`src/rtl/memory_request_unit.sv`:
```
// rtl/memory_request_unit.sv - arbitrates fetch and data requests onto one single-port RAM (optional MEMREQ_IFETCH_BUFFER_EN fetch buffer)
module memory_request_unit #(
    parameter int          ADDR_W         = 16,
    parameter int          TIMEOUT_CYCLES = 255,
    parameter logic [31:0] ABORT_WORD     = 32'hDEADBEEF
) (
    input  logic              clk,
    input  logic              nRST,
    input  logic              iren,
    input  logic [31:0]       imemaddr,
    input  logic              dren,
    input  logic              dwen,
    input  logic [31:0]       dmemaddr,
    input  logic [31:0]       dmemstore,
    output logic [31:0]       imemload,
    output logic              i_ready,
    output logic [31:0]       dmemload,
    output logic              d_ready,
    output logic [ADDR_W-1:0] ram_addr,
    output logic [31:0]       ram_store,
    output logic              ram_ren,
    output logic              ram_wen,
    input  logic [31:0]       ram_load,
    input  logic              ram_ack,
    output logic              misalign,
    output logic              timeout
);

    typedef enum logic [2:0] {IDLE, DATA, FETCH, DONE_D, DONE_I} state_t;

    // Counter only has to reach TIMEOUT_CYCLES-1: the abort fires on the cycle it is seen there.
    localparam int               CNT_W    = (TIMEOUT_CYCLES < 2) ? 1 : $clog2(TIMEOUT_CYCLES);
    localparam bit               TMO_EN   = (TIMEOUT_CYCLES != 0);
    localparam logic [CNT_W-1:0] CNT_LAST = CNT_W'((TIMEOUT_CYCLES == 0) ? 0 : TIMEOUT_CYCLES - 1);
    localparam logic [CNT_W-1:0] CNT_MAX  = '1;

    state_t           state;
    logic [CNT_W-1:0] cnt;
    logic             is_write;
    logic             mis_q;

    logic [ADDR_W-1:0] dword;
    logic [ADDR_W-1:0] iword;
    logic              unused_addr_bits;

    assign dword = dmemaddr[ADDR_W+1:2];
    assign iword = imemaddr[ADDR_W+1:2];
    assign unused_addr_bits = &{1'b0, dmemaddr[31:ADDR_W+2], imemaddr[31:ADDR_W+2]};

`ifdef MEMREQ_IFETCH_BUFFER_EN
    logic              buf_valid;
    logic [ADDR_W-1:0] buf_addr;
    logic [31:0]       buf_data;
`endif

    // Request FSM: arbitration, held RAM command, timeout abort and registered result pulses.
    always_ff @(posedge clk or negedge nRST) begin
        if (!nRST) begin
            state     <= IDLE;
            cnt       <= '0;
            is_write  <= 1'b0;
            mis_q     <= 1'b0;
            imemload  <= '0;
            i_ready   <= 1'b0;
            dmemload  <= '0;
            d_ready   <= 1'b0;
            ram_addr  <= '0;
            ram_store <= '0;
            ram_ren   <= 1'b0;
            ram_wen   <= 1'b0;
            misalign  <= 1'b0;
            timeout   <= 1'b0;
`ifdef MEMREQ_IFETCH_BUFFER_EN
            buf_valid <= 1'b0;
            buf_addr  <= '0;
            buf_data  <= '0;
`endif
        end else begin
            case (state)
                IDLE: begin
                    i_ready  <= 1'b0;
                    d_ready  <= 1'b0;
                    misalign <= 1'b0;
                    timeout  <= 1'b0;
                    cnt      <= '0;
                    if (dren || dwen) begin
                        // A simultaneous read and write request is a write.
                        ram_addr  <= dword;
                        ram_store <= dmemstore;
                        ram_wen   <= dwen;
                        ram_ren   <= !dwen;
                        is_write  <= dwen;
                        mis_q     <= |dmemaddr[1:0];
                        state     <= DATA;
                    end else if (iren) begin
                        mis_q <= |imemaddr[1:0];
`ifdef MEMREQ_IFETCH_BUFFER_EN
                        if (buf_valid && (buf_addr == iword)) begin
                            imemload <= buf_data;
                            i_ready  <= 1'b1;
                            misalign <= |imemaddr[1:0];
                            state    <= DONE_I;
                        end else begin
                            ram_addr <= iword;
                            ram_ren  <= 1'b1;
                            state    <= FETCH;
                        end
`else
                        ram_addr <= iword;
                        ram_ren  <= 1'b1;
                        state    <= FETCH;
`endif
                    end
                end
                DATA, FETCH: begin
                    if (ram_ack) begin
                        ram_ren  <= 1'b0;
                        ram_wen  <= 1'b0;
                        misalign <= mis_q;
                        if (state == FETCH) begin
                            imemload <= ram_load;
                            i_ready  <= 1'b1;
                            state    <= DONE_I;
`ifdef MEMREQ_IFETCH_BUFFER_EN
                            buf_valid <= 1'b1;
                            buf_addr  <= ram_addr;
                            buf_data  <= ram_load;
`endif
                        end else begin
                            if (!is_write) begin
                                dmemload <= ram_load;
                            end
                            d_ready <= 1'b1;
                            state   <= DONE_D;
`ifdef MEMREQ_IFETCH_BUFFER_EN
                            if (is_write && (buf_addr == ram_addr)) begin
                                buf_valid <= 1'b0;
                            end
`endif
                        end
                    end else if (TMO_EN && (cnt == CNT_LAST)) begin
                        // Abort: an unacknowledged write never reaches RAM, a read returns ABORT_WORD.
                        ram_ren  <= 1'b0;
                        ram_wen  <= 1'b0;
                        misalign <= mis_q;
                        timeout  <= 1'b1;
`ifdef MEMREQ_IFETCH_BUFFER_EN
                        buf_valid <= 1'b0;
`endif
                        if (state == FETCH) begin
                            imemload <= ABORT_WORD;
                            i_ready  <= 1'b1;
                            state    <= DONE_I;
                        end else begin
                            if (!is_write) begin
                                dmemload <= ABORT_WORD;
                            end
                            d_ready <= 1'b1;
                            state   <= DONE_D;
                        end
                    end else if (TMO_EN && (cnt != CNT_MAX)) begin
                        cnt <= cnt + 1'b1;
                    end
                end
                DONE_D, DONE_I: begin
                    i_ready  <= 1'b0;
                    d_ready  <= 1'b0;
                    misalign <= 1'b0;
                    timeout  <= 1'b0;
                    state    <= IDLE;
                end
                default: begin
                    state <= IDLE;
                end
            endcase
        end
    end

endmodule

```
`config.mk`:
```
export PLATFORM = sky130hd
export DESIGN_NAME = memory_request_unit
export DESIGN_NICKNAME = d
export VERILOG_FILES = /design/src/rtl/memory_request_unit.sv
export SDC_FILE = /design/constraint.sdc
export NUM_CORES = 1
export LEC_CHECK = 0
export ABC_AREA = 1
export ABC_CLOCK_PERIOD_IN_PS = 2990
export BUFFER_PORTS_ARGS = -buffer_cell sky130_fd_sc_hd__buf_2
export CAP_MARGIN = 20
export CORE_ASPECT_RATIO = 0.9
export CORE_MARGIN = 2
export CORE_UTILIZATION = 51
export CTS_CLUSTER_SIZE = 10
export DETAILED_ROUTE_END_ITERATION = 10
export PLACE_DENSITY = 0.87
export RECOVER_POWER = 100
export SLEW_MARGIN = 20
export SYNTH_ARGS = -nofsm -noshare
export SYNTH_HDL_FRONTEND = slang
export SYNTH_SLANG_ARGS = --single-unit
```
`constraint.sdc`:
```
create_clock -name clk -period 2.99 [get_ports clk]
set_clock_uncertainty 0.2 [all_clocks]
set_input_delay 0.299 -clock clk [delete_from_list [all_inputs] [get_ports clk]]
set_output_delay 0.299 -clock clk [all_outputs]
set_load 0.05 [all_outputs]
```
# Yosys cells after proc, flatten, opt, wreduce, memory -nomap -nowiden
# Index checks and enable logic that the tools add are counted.
[classes]
n_addsub = 1
eq_ne = 13
muxes = 45
bitwise = 2
reduce_logical = 21
[ops]
columns = ["cell", "n"]
rows = [
  ["$mux W32", 10],
  ["$mux W16", 2],
  ["$mux W8", 3],
  ["$mux W1", 17],
  ["$pmux W8 S2", 1],
  ["$mux W3", 5],
  ["$pmux W1 S2", 6],
  ["$reduce_and A3 Y1", 4],
  ["$ne A2 B2 Y1 const B", 5],
  ["$add A8 B1 Y8 const B", 1],
  ["$eq A8 B8 Y1 const B", 1],
  ["$ne A8 B8 Y1 const B", 1],
  ["$reduce_and A2 Y1", 4],
  ["$reduce_and A4 Y1", 2],
  ["$reduce_bool A2 Y1", 4],
  ["$eq A3 B2 Y1 const B", 2],
  ["$ne A3 B3 Y1 const B", 2],
  ["$pmux W3 S2", 1],
  ["$reduce_or A2 Y1", 3],
  ["$eq A3 B1 Y1 const B", 1],
  ["$eq A3 B3 Y1 const B", 1],
  ["$logic_not A3 Y1", 1],
  ["$reduce_or A3 Y1", 1],
  ["$not A1 Y1", 2],
  ["2 further kinds", 2],
]
[totals]
regBits = 131
input_bits = 134
out_inout_bits = 118
word_cells = 96

# Longest topological paths before layout
# Gate-level depths: netlist of run 1.
[logic_depth]
depth_word = 5
mapped_depth = 11
depth_no_buf = 9

# Least setup slack after synthesis of run 1
# Ideal clock, no wire load.
[synth_timing]
path_kind = "register to register"
from = "register cnt[0]"
to = "register imemload[11]"
setup_time_ns = 0.121
t_arrival_ns = 1.369
required_time_ns = 2.669
setup_slack_ns = 1.300
stages_incl_launch_ff = 12
path_buffers = 2
synth_period_minus_slack_ns = 1.690
cell_sequence = "dfrtp_1 inv_1 ha_1 nand3_1 inv_1 nand2_4 nand2_4 nand3_2 buf_6 buf_6 nand2_1 o21ai_2"
[synth_between]
elab_chain_len = 3
[synth_lines]
columns = ["item", "line", "rtl"]
rows = [
  ["start, declared", "38", "logic [CNT_W-1:0] cnt;"],
  ["start signal, assigned", "162", "cnt <= cnt + 1'b1;"],
  ["$eq A8 B8 Y1", "141", "end else if (TMO_EN && (cnt == CNT_LAST)) begin"],
  ["$reduce_bool A2 Y1 (no source line)", "-", ""],
  ["$reduce_and A3 Y1 (no source line)", "-", ""],
  ["end signal, assigned", "121", "imemload <= ram_load;"],
  ["end, declared", "15", "output logic [31:0] imemload,"],
]
# Every way passes these cells.
# A chain may end at the register's enable or synchronous reset.

# Final worst setup path of run 1
[layout_timing]
from = "input dwen"
to = "register ram_addr[4]"
[layout_between]
elab_chain_len = 3
elab_cells_between_ends = 4
cone_classes = "mux (1); reduce/logical (3)"
[layout_lines]
columns = ["item", "line", "rtl"]
rows = [
  ["start, declared", "12", "input logic dwen,"],
  ["$logic_or A1 B1 Y1 *", "86", "if (dren || dwen) begin"],
  ["$reduce_bool A2 Y1 (no source line)", "-", ""],
  ["$reduce_and A2 Y1 (no source line)", "-", ""],
  ["end signal, assigned", "88", "ram_addr <= dword;"],
  ["end signal, assigned", "109", "ram_addr <= iword;"],
  ["end, declared", "19", "output logic [ADDR_W-1:0] ram_addr,"],
]
# Every way passes the cells marked *; elsewhere a longest branch is shown, timed or not.

==> reports/results.tsv, run 1 <==
metric	value	unit
status	complete, no violations	
overflow	0	
end_kind	flip-flop	
dr.pass1.iters	6	
syn_to_final_growth	45.52	%
synth_warnings	0	
crit_arrival	2.67	ns
nets	1089	
cts_num_sinks	131	
placedCellCount	970	
fmax	387.1	MHz
peakVddDrop	0.7088	mV
n_antenna_cell	0	
worstHoldStart	ram_load[17]	
powerDensity	1346	nW/um2
antenna_left	0	
fin_area	8071	um2
grt_setup_unrepaired	no	
grt_max_degree	67	
path_max_fanout	17	
report.final.hold_viol_count	0	
first_global_vias	5478	
drcViolationCount	0	
first_iter_violations	607	
antenna_found_initial	0	
clock_power_share	20.1	%
clk_transition_reported_paths	0.06	ns
worstSetupStartpoint	dwen	
swShare	52.58	%
drive_gt1_share	15.54	%
vias_per_cell	5.322	
synthCells	636	
slew-limit-headroom	1.921	%
syn_avg_cell_area	8.721	um2
cts_tree	built	
yosys.area.top_type	dfrtp_1	
floorplan.initialDensity	51.74	%
worstMarginPinSlew	1.471	ns
synth_nets	772	
cap_violations	0	
final_cells	1098	
total_leakage_power	4.010	nW
internal_power	5.153	mW
slew_viol_final	0	
hold_path.class	input pin to flip-flop	
multi_input_area	1921	um2
pwr-share-comb	51.2	%
fill_cells	744	
p_switching	5.714	mW
pin_count	252	
synth_seq_cells	131	
wl	18430	um
root_buffer	clkbuf_16	
crit_required	3.08	ns
port_buffers	223	
grtUsageTotal	30.95	%
dp_hpwl	9619	um
reg2reg_from	cnt[0]	
h-tree-depth	4	
post_dp_cell_area	6738	um2
final_common_cell	nand2_1	
via_count	5844	
worstSetupPathType	input pin to flip-flop	
post_drt_wl_per_cell	16.79	um
setup_tns	0	ns
die_width	113.9	um
clock_latency	0.41	ns
coreArea	10720	um2
period_share	86.39	%
rows	36	
layout_common_cells	266 x nand2_1, 131 x dfrtp_1, 120 x clkbuf_1	
crit_path_start_kind	input pin	
synth_cell_type_count	28	
yosys-top-cells-area	dfrtp_1 59%, nand2_1 18%, nor2_1 4.1%	
synth_top_area_share	59.10	%
mappedNetlistArea	5547	um2
die_area	11730	um2
ctsLongestPathBuffers	2	
cts_buffers	17	
seq_power_share	28.8	%
gp_congestion	0.8911	
fin_crit	2.583	ns
synth-seq-area-share	59.10	%
grt_pass1_wl	27900	um
die_y	102.9	um
seqCellArea	3278	um2
setup_viol	0	
[power groups by stage]
stage	Sequential [mW]	Clock, mW	Combinational [mW]
3_5_place_dp	3.03	0	5.42
3_3_place_gp	3.01	0	5.34
6_report	3.13	2.18	5.56
2_1_floorplan	5.70	0	1.46
4_1_cts	3.04	2.20	5.75
5_1_grt	3.20	2.28	5.91
[cell type report]
cell class / count / share of cell area (%)
clock inverters: 13 / 2.279
clock buffers: 18 / 5.441
inverters: 25 / 1.163
multi-input cells: 450 / 23.79
flip-flops and latches: 131 / 40.61
repair buffers: 328 / 24.65
well taps: 133 / 2.062
[repair_timing]
item | 4_1_cts | 5_1_grt
gates resized for setup | 0 | 0
hold endpoints to repair | 161 | 0
buffers inserted | 0 | 0
hold buffers | 97 | 0
[through the flow]
| stage | total power, mW | setup slack, ns | hold WS (ns) | utilization [%] |
|---|---|---|---|---|
| floorplan | 7.168 | 1.300 | -0.1966 | - |
| global placement | 8.344 | 0.7573 | 0.2242 | 62.85 |
| detailed placement | 8.458 | 0.7179 | 0.2197 | 62.85 |
| CTS | 10.99 | 0.5665 | 0.002792 | 77.72 |
| global route | 11.39 | 0.1853 | 0.07568 | 75.29 |
| finish | 10.87 | 0.4069 | 0.06548 | 75.29 |
[synthesized netlist by cell type]
| library cell | instances |
|---|---|
| o21ai_0 | 19 |
| nand3_4 | 1 |
| buf_2 | 17 |
| nor2_1 | 61 |
| dfrtp_1 | 131 |
| nand2_4 | 2 |
| a21oi_2 | 1 |
| a21oi_1 | 2 |
| nand3_2 | 2 |
| o21ai_1 | 37 |
| nand2_2 | 3 |
| nor2_4 | 1 |
| clkinv_1 | 1 |
| xnor2_1 | 1 |
| buf_6 | 5 |
| nand3_1 | 20 |
| a31oi_1 | 17 |
| a21boi_0 | 1 |
| nand4_1 | 1 |
| buf_4 | 2 |
| nand2_1 | 263 |
| clkbuf_1 | 6 |
| inv_1 | 22 |
| inv_2 | 2 |
| o21ai_2 | 14 |
| nor2_2 | 1 |
| o21bai_1 | 1 |
| ha_1 | 2 |
[per-layer routing]
metal,global-route usage [%],wire length (um),share of wire (%)
met5,0,0,0
met2,54.03,9078,49
met4,11.63,564,3.1
met1,36.98,6986,38
met3,8.642,1801,9.8
[critical path: stages]
cell and delay, ns:
dlygate4sd3_1 0.55, clkbuf_1 0.16, nor2_1 0.36, inv_1 0.38
nand2_1 0.20, a31oi_1 0.12, dlygate4sd3_1 0.59
[state kept, by name, summed over array words and instances (netlist names), 3 cells and up]
name	count
imemload	32
dmemload	32
cnt	8
ram_store	32
ram_addr	16
state	3
[worst paths after layout]
path / cells past startpoint / slack [ns] / end
setup / recovery: 7 / 0.41 / ram_addr[4]
hold / removal: 3 / 0.07 / dmemload[17]
setup reg to reg: 10 / 0.58 / imemload[17]
hold reg to reg: 2 / 0.27 / ram_ren
max in group asynchronous: 3 / 0.56 / ram_store[31]
min in group asynchronous: 2 / 0.59 / dmemload[4]
[cells by family after synthesis]
logic type / after synthesis / share of synthesized area, %
flip-flops: 131 / 59.10
buffers and inverters: 55 / 4.917
adder cells (fa/ha/maj): 2 / 0.4511
XOR/XNOR: 1 / 0.1579
AO/OA/AOI/OAI: 92 / 9.790
AND/OR/NAND/NOR: 355 / 25.58
Note: power is estimated with default switching activity, not from simulation.
==> run 2, diff against run 1 <==
ABC_CLOCK_PERIOD_IN_PS = unset   (was 2990)
MAX_ROUTING_LAYER = met4   (was unset)
==> run 2 against run 1 <==
  * Cell area did not move
  * Sequential cell count did not move
  * Maximum frequency fell by 0.29%
  * Wire length barely moved
  * Global-route usage rose by 0.95 points
  * Non-clock buffer count did not move
  * Largest power group unchanged
  * Sequential share of layout area did not move
  * Via count rose by 0.19%
  * Combinational power barely moved
  * Critical path type unchanged
  * Utilization did not move
==> reports/results.tsv, run 2 (synthesis results as in run 1) <==
metric	value	unit	change
grt_pass1_wl	27900	um	unchanged
end_kind	flip-flop		unchanged
via_count	5855		was 5844
layout_common_cells	266 x nand2_1, 131 x dfrtp_1, 120 x clkbuf_1		unchanged
fin_area	8071	um2	unchanged
crit_path_start_kind	input pin		unchanged
cts_tree	built		unchanged
status	complete, no violations		unchanged
cap_violations	0		unchanged
crit_arrival	2.67	ns	about the same
worstSetupPathType	input pin to flip-flop		unchanged
total_leakage_power	4.010	nW	unchanged
post_dp_cell_area	6738	um2	unchanged
final_common_cell	nand2_1		unchanged
rows	36		unchanged
path_max_fanout	17		unchanged
drcViolationCount	0		unchanged
setup_viol	0		unchanged
fin_crit	2.591	ns	was 2.583 ns
peakVddDrop	0.7088	mV	about the same
fmax	386.0	MHz	was 387.1 MHz
die_area	11730	um2	unchanged
die_width	113.9	um	unchanged
first_global_vias	5475		was 5478
antenna_found_initial	0		unchanged
grtUsageTotal	31.89	%	was 30.95%
dp_hpwl	9619	um	unchanged
nets	1089		unchanged
crit_required	3.07	ns	was 3.08 ns
post_drt_wl_per_cell	16.78	um	was 16.79 um
hold_path.class	input pin to flip-flop		unchanged
root_buffer	clkbuf_16		unchanged
pin_count	252		unchanged
setup_tns	0	ns	unchanged
powerDensity	1346	nW/um2	about the same
h-tree-depth	4		unchanged
cts_num_sinks	131		unchanged
antenna_left	0		unchanged
grt_setup_unrepaired	no		unchanged
coreArea	10720	um2	unchanged
dr.pass1.iters	5		was 6
drive_gt1_share	15.54	%	unchanged
postCtsSetupBuffers	0		unchanged
syn_to_final_growth	45.52	%	unchanged
die_y	102.9	um	unchanged
slew-limit-headroom	2.535	%	was 1.921%
grt_max_degree	67		unchanged
whs	0.06190	ns	was 0.06548 ns
n_antenna_cell	0		unchanged
vias_per_cell	5.332		was 5.322
floorplan.initialDensity	51.74	%	unchanged
slew_viol_final	0		unchanged
overflow	0		unchanged
clk_transition_reported_paths	0.05	ns	was 0.06 ns
wl	18420	um	was 18430 um
gp_congestion	0.9061		was 0.8911
top_regs	dmemload: 32 flops, imemload: 32 flops, ram_store: 32 flops		unchanged
period_share	86.64	%	was 86.39%
ctsLongestPathBuffers	2		unchanged
first_iter_violations	631		was 607
cts_buffers	17		unchanged
worstMarginPinSlew	1.462	ns	was 1.471 ns
port_buffers	223		unchanged
report.final.hold_viol_count	0		unchanged
clock_latency	0.41	ns	about the same
==> run 2: cell counts in the layout (fill, tap and decap cells not counted) <==
Identical to the previous run, type by type.
==> run 2: metrics by stage <==
stage / cells / util [%] / setup WS (ns) / total power, mW
2_1_floorplan: 636 / - / 1.300 / 7.168
3_3_place_gp: 970 / 62.85 / 0.7573 / 8.344
3_5_place_dp: 970 / 62.85 / 0.7179 / 8.458
4_1_cts: 1098 / 77.72 / 0.5665 / 10.99
5_1_grt: 1098 / 75.29 / 0.1829 / 11.38
6_report: 1098 / 75.29 / 0.3993 / 10.86
==> run 2: routing by layer <==
layer	track usage (%)	wire length, um	vias to the layer above
li1	-	-	2660
met1	37.29	7035	2749
met2	53.94	9189	392
met3	7.643	1694	54
met4	12.38	501	0
met5	-	0	-
==> run 2: final timing paths <==
check	start	to	slack [ns]	cells after the start
worst min register to register	ram_ren	ram_ren	0.27	2
min in group asynchronous	nRST	dmemload[4]	0.58	2
max in group asynchronous	nRST	ram_store[31]	0.57	3
worst max-delay path	dwen	ram_addr[4]	0.40	7
worst max register to register	cnt[0]	imemload[17]	0.57	10
worst min-delay path	ram_load[17]	dmemload[17]	0.06	3
==> run 2: area by class of cell <==
cell class              instances  area [um2]
fillers                       744        2649
clock inverters                13       183.9
clock buffers                  18       439.2
inverters                      25       93.84
multi-input cells             450        1921
flip-flops and latches        131        3278
repair buffers                328        1989
well taps                     133       166.4
==> run 2: what timing repair did <==
action	CTS	global route
gates resized for setup	0	0
hold buffers	97	0
hold endpoints to repair	161	0
==> run 2: report_power, final <==
group          leakage [nW]  internal (mW)  switching [mW]
combinational          2.10           1.14            4.42
clock                 0.298           1.41           0.769
sequential             1.61           2.60           0.519
==> run 2: worst max-delay path, stage by stage <==
cell and delay [ns]:
dlygate4sd3_1 0.55, clkbuf_1 0.17, nor2_1 0.36, inv_1 0.38, nand2_1 0.21, a31oi_1 0.12
dlygate4sd3_1 0.59
==> run 3, diff against run 2 <==
ABC_AREA = unset   (was 1)
CTS_CLUSTER_SIZE = 40   (was 10)
==> run 3 against run 2 <==
  * Clock power down 2%
  * Power is 2.0% lower
  * Cell area about the same
  * First-iteration DRC count down 41%
  * Cell count decreased by 19%
  * Sequential cell count stayed put
  * Synthesized cell count shrank 32%
  * Critical endpoint is now imemload[28]
==> reports/results.tsv, run 3 <==
metric	value	unit	change
crit_family	buffers and inverters		unchanged
first_global_vias	5220		was 5475
antenna_left	0		unchanged
path_max_fanout	26		was 17
r2r_setup_slack	0.26	ns	was 0.57 ns
crit_path_start_kind	flip-flop		was input pin
period_share	91.41	%	was 86.64%
syn_avg_cell_area	12.75	um2	was 8.721 um2
cts_num_sinks	131		unchanged
fin_area	8065	um2	was 8071 um2
grt_max_degree	56		was 67
floorplan.initialDensity	53.08	%	was 51.74%
grt_pass1_wl	27430	um	was 27900 um
hold_buffers	92		was 97
status	complete, no violations		unchanged
hold_path.class	input pin to flip-flop		unchanged
final_common_cell	dfrtp_1		was nand2_1
post_drt_wl_per_cell	20.13	um	was 16.78 um
nets	884		was 1089
synth-seq-area-share	59.50	%	was 59.10%
synth_top_flop_cell	dfrtp_1		unchanged
cap_violations	0		unchanged
cts_resized	0		unchanged
slew_viol_final	0		unchanged
cts_tree	built		unchanged
critPathBufInv	2		was 4
wl	17920	um	was 18420 um
antenna_found_initial	0		unchanged
cpPeakStageDelay	0.72	ns	was 0.59 ns
rr_worst_depth	7		was 10
synth_top_area_share	59.50	%	was 59.10%
synth_cell_type_count	48		was 28
die_y	102.6	um	was 102.9 um
root_buffer	clkbuf_16		unchanged
reg2reg_from	cnt[0]		unchanged
drcViolationCount	0		unchanged
rows	35		was 36
worstHoldStart	imemaddr[8]		was ram_load[17]
report.final.hold_viol_count	0		unchanged
worstSetupPathType	flip-flop to flip-flop		was input pin to flip-flop
dr.pass1.iters	5		unchanged
ctsLongestPathBuffers	2		unchanged
slowest_stage	clkinv_1		was dlygate4sd3_1
yosys-top-cells-area	dfrtp_1 60%, mux2_2 11%, mux2i_1 4.4%		was dfrtp_1 59%, nand2_1 18%, nor2_1 4.1%
dp_hpwl	9970	um	was 9619 um
clk_transition_reported_paths	0.06	ns	was 0.05 ns
pin_count	252		unchanged
mappedNetlistArea	5509	um2	was 5547 um2
synth_edf_count	0		unchanged
synth_seq_cells	131		unchanged
fmax	365.9	MHz	was 386.0 MHz
post_dp_cell_area	6724	um2	was 6738 um2
powerDensity	1320	nW/um2	was 1346 nW/um2
yosys.area.top_type	dfrtp_1		unchanged
synth_warnings	0		unchanged
synthCells	432		was 636
synth_nets	568		was 772
top_regs	dmemload: 32 flops, imemload: 32 flops, ram_store: 32 flops		unchanged
grtUsageTotal	31.89	%	about the same
coreArea	10380	um2	was 10720 um2
worstSetupStartpoint	cnt[0]		was dwen
crit_required	3.06	ns	was 3.07 ns
yosysMostFrequentCell	dfrtp_1		was nand2_1
end_kind	flip-flop		unchanged
postCtsSetupBuffers	0		unchanged
grt_setup_unrepaired	no		unchanged
die_area	11650	um2	was 11730 um2
min_path_cells	3		unchanged
crit_arrival	2.81	ns	was 2.67 ns
setup_tns	0	ns	unchanged
h-tree-depth	4		unchanged
vias_per_cell	5.611		was 5.332
path_cells	inv_1 > ha_1 > nand3_1 > o21bai_1 > nand3_2 > clkinv_1 > o22a_1		was dlygate4sd3_1 > clkbuf_1 > nor2_1 > inv_1 > nand2_1 > a31oi_1 > dlygate4sd3_1
overflow	0		unchanged
yosys-top-cells-count	131 x dfrtp_1, 54 x mux2_2, 29 x nand2_1, 27 x nand2b_1		was 263 x nand2_1, 131 x dfrtp_1, 61 x nor2_1, 37 x o21ai_1, 22 x inv_1
port_buffers	223		unchanged
via_count	4994		was 5855
drive_gt1_share	26.54	%	was 15.54%
cp.depth	7		unchanged
gp_congestion	0.8797		was 0.9061
setup_viol	0		unchanged
slew-limit-headroom	11.44	%	was 2.535%
first_iter_violations	375		was 631
total_leakage_power	3.616	nW	was 4.010 nW
cts_buffers	17		unchanged
whs	0.04335	ns	was 0.06190 ns
fin_crit	2.733	ns	was 2.591 ns
n_antenna_cell	0		unchanged
clock_latency	0.40	ns	was 0.41 ns
peakVddDrop	0.8238	mV	was 0.7088 mV
die_width	113.6	um	was 113.9 um
layout_common_cells	131 x dfrtp_1, 118 x clkbuf_1, 104 x buf_2		was 266 x nand2_1, 131 x dfrtp_1, 120 x clkbuf_1
ys_async_sr_fraction	100.0	%	unchanged
worstMarginPinSlew	1.328	ns	was 1.462 ns
syn_to_final_growth	46.40	%	was 45.52%
## run 3: layout make-up
| class | instances | area (um2) |
|---|---|---|
| Timing Repair Buffer | 322 | 1932 |
| Clock inverter | 12 | 145.1 |
| Inverter | 14 | 52.55 |
| Fill cell | 628 | 2313 |
| Multi-Input combinational cell | 262 | 2029 |
| Tap cell | 129 | 161.4 |
| Clock buffer | 20 | 466.7 |
| Sequential cell | 131 | 3278 |
## run 3: logic make-up after synthesis
family | Yosys count | synth area share (%)
AO/OA/AOI/OAI | 81 | 10.58
multiplexers | 82 | 16.28
flip-flops | 131 | 59.50
adder cells (fa/ha/maj) | 2 | 0.4542
buffers and inverters | 39 | 3.498
AND/OR/NAND/NOR | 96 | 9.517
XOR/XNOR | 1 | 0.1590
## run 3: per-stage QoR
| step | cells | power (mW) | util [%] | setup WS (ns) |
|---|---|---|---|---|
| floorplan | 432 | 7.154 | - | 1.043 |
| global placement | 765 | 8.297 | 64.79 | 0.4349 |
| detailed placement | 765 | 8.466 | 64.79 | 0.3105 |
| CTS | 889 | 10.74 | 79.55 | 0.2366 |
| global route | 890 | 11.06 | 77.71 | 0.02926 |
| finish | 890 | 10.64 | 77.71 | 0.2569 |
## run 3: final timing paths
path                                      to
min in group asynchronous       imemload[22]
max in group asynchronous            i_ready
worst min-delay path             ram_addr[6]
worst max-delay path            imemload[28]
worst max register to register  imemload[28]
worst min register to register       i_ready
## run 3: per-layer routing
metal / up-vias / share of wire (%) / GRT usage, %
li1: 2169 / - / -
met1: 2490 / 38 / 36.66
met2: 278 / 51 / 54.58
met3: 57 / 6.3 / 5.879
met4: 0 / 4.0 / 15.76
met5: - / 0 / -
## run 3: report_power, final
part / switching, mW / leakage (nW) / internal (mW)
registers: 0.582 / 1.55 / 2.60
logic: 4.06 / 1.78 / 1.27
clock network: 0.819 / 0.288 / 1.31
total: 5.46 / 3.62 / 5.18
## run 3: worst register-to-register path, cell delays in order, from the launching register on
cell and delay (ns):
dfrtp_1 0.39, inv_1 0.08, ha_1 0.21, nand3_1 0.11, o21bai_1 0.18, nand3_2 0.25
clkinv_1 0.72, o22a_1 0.46
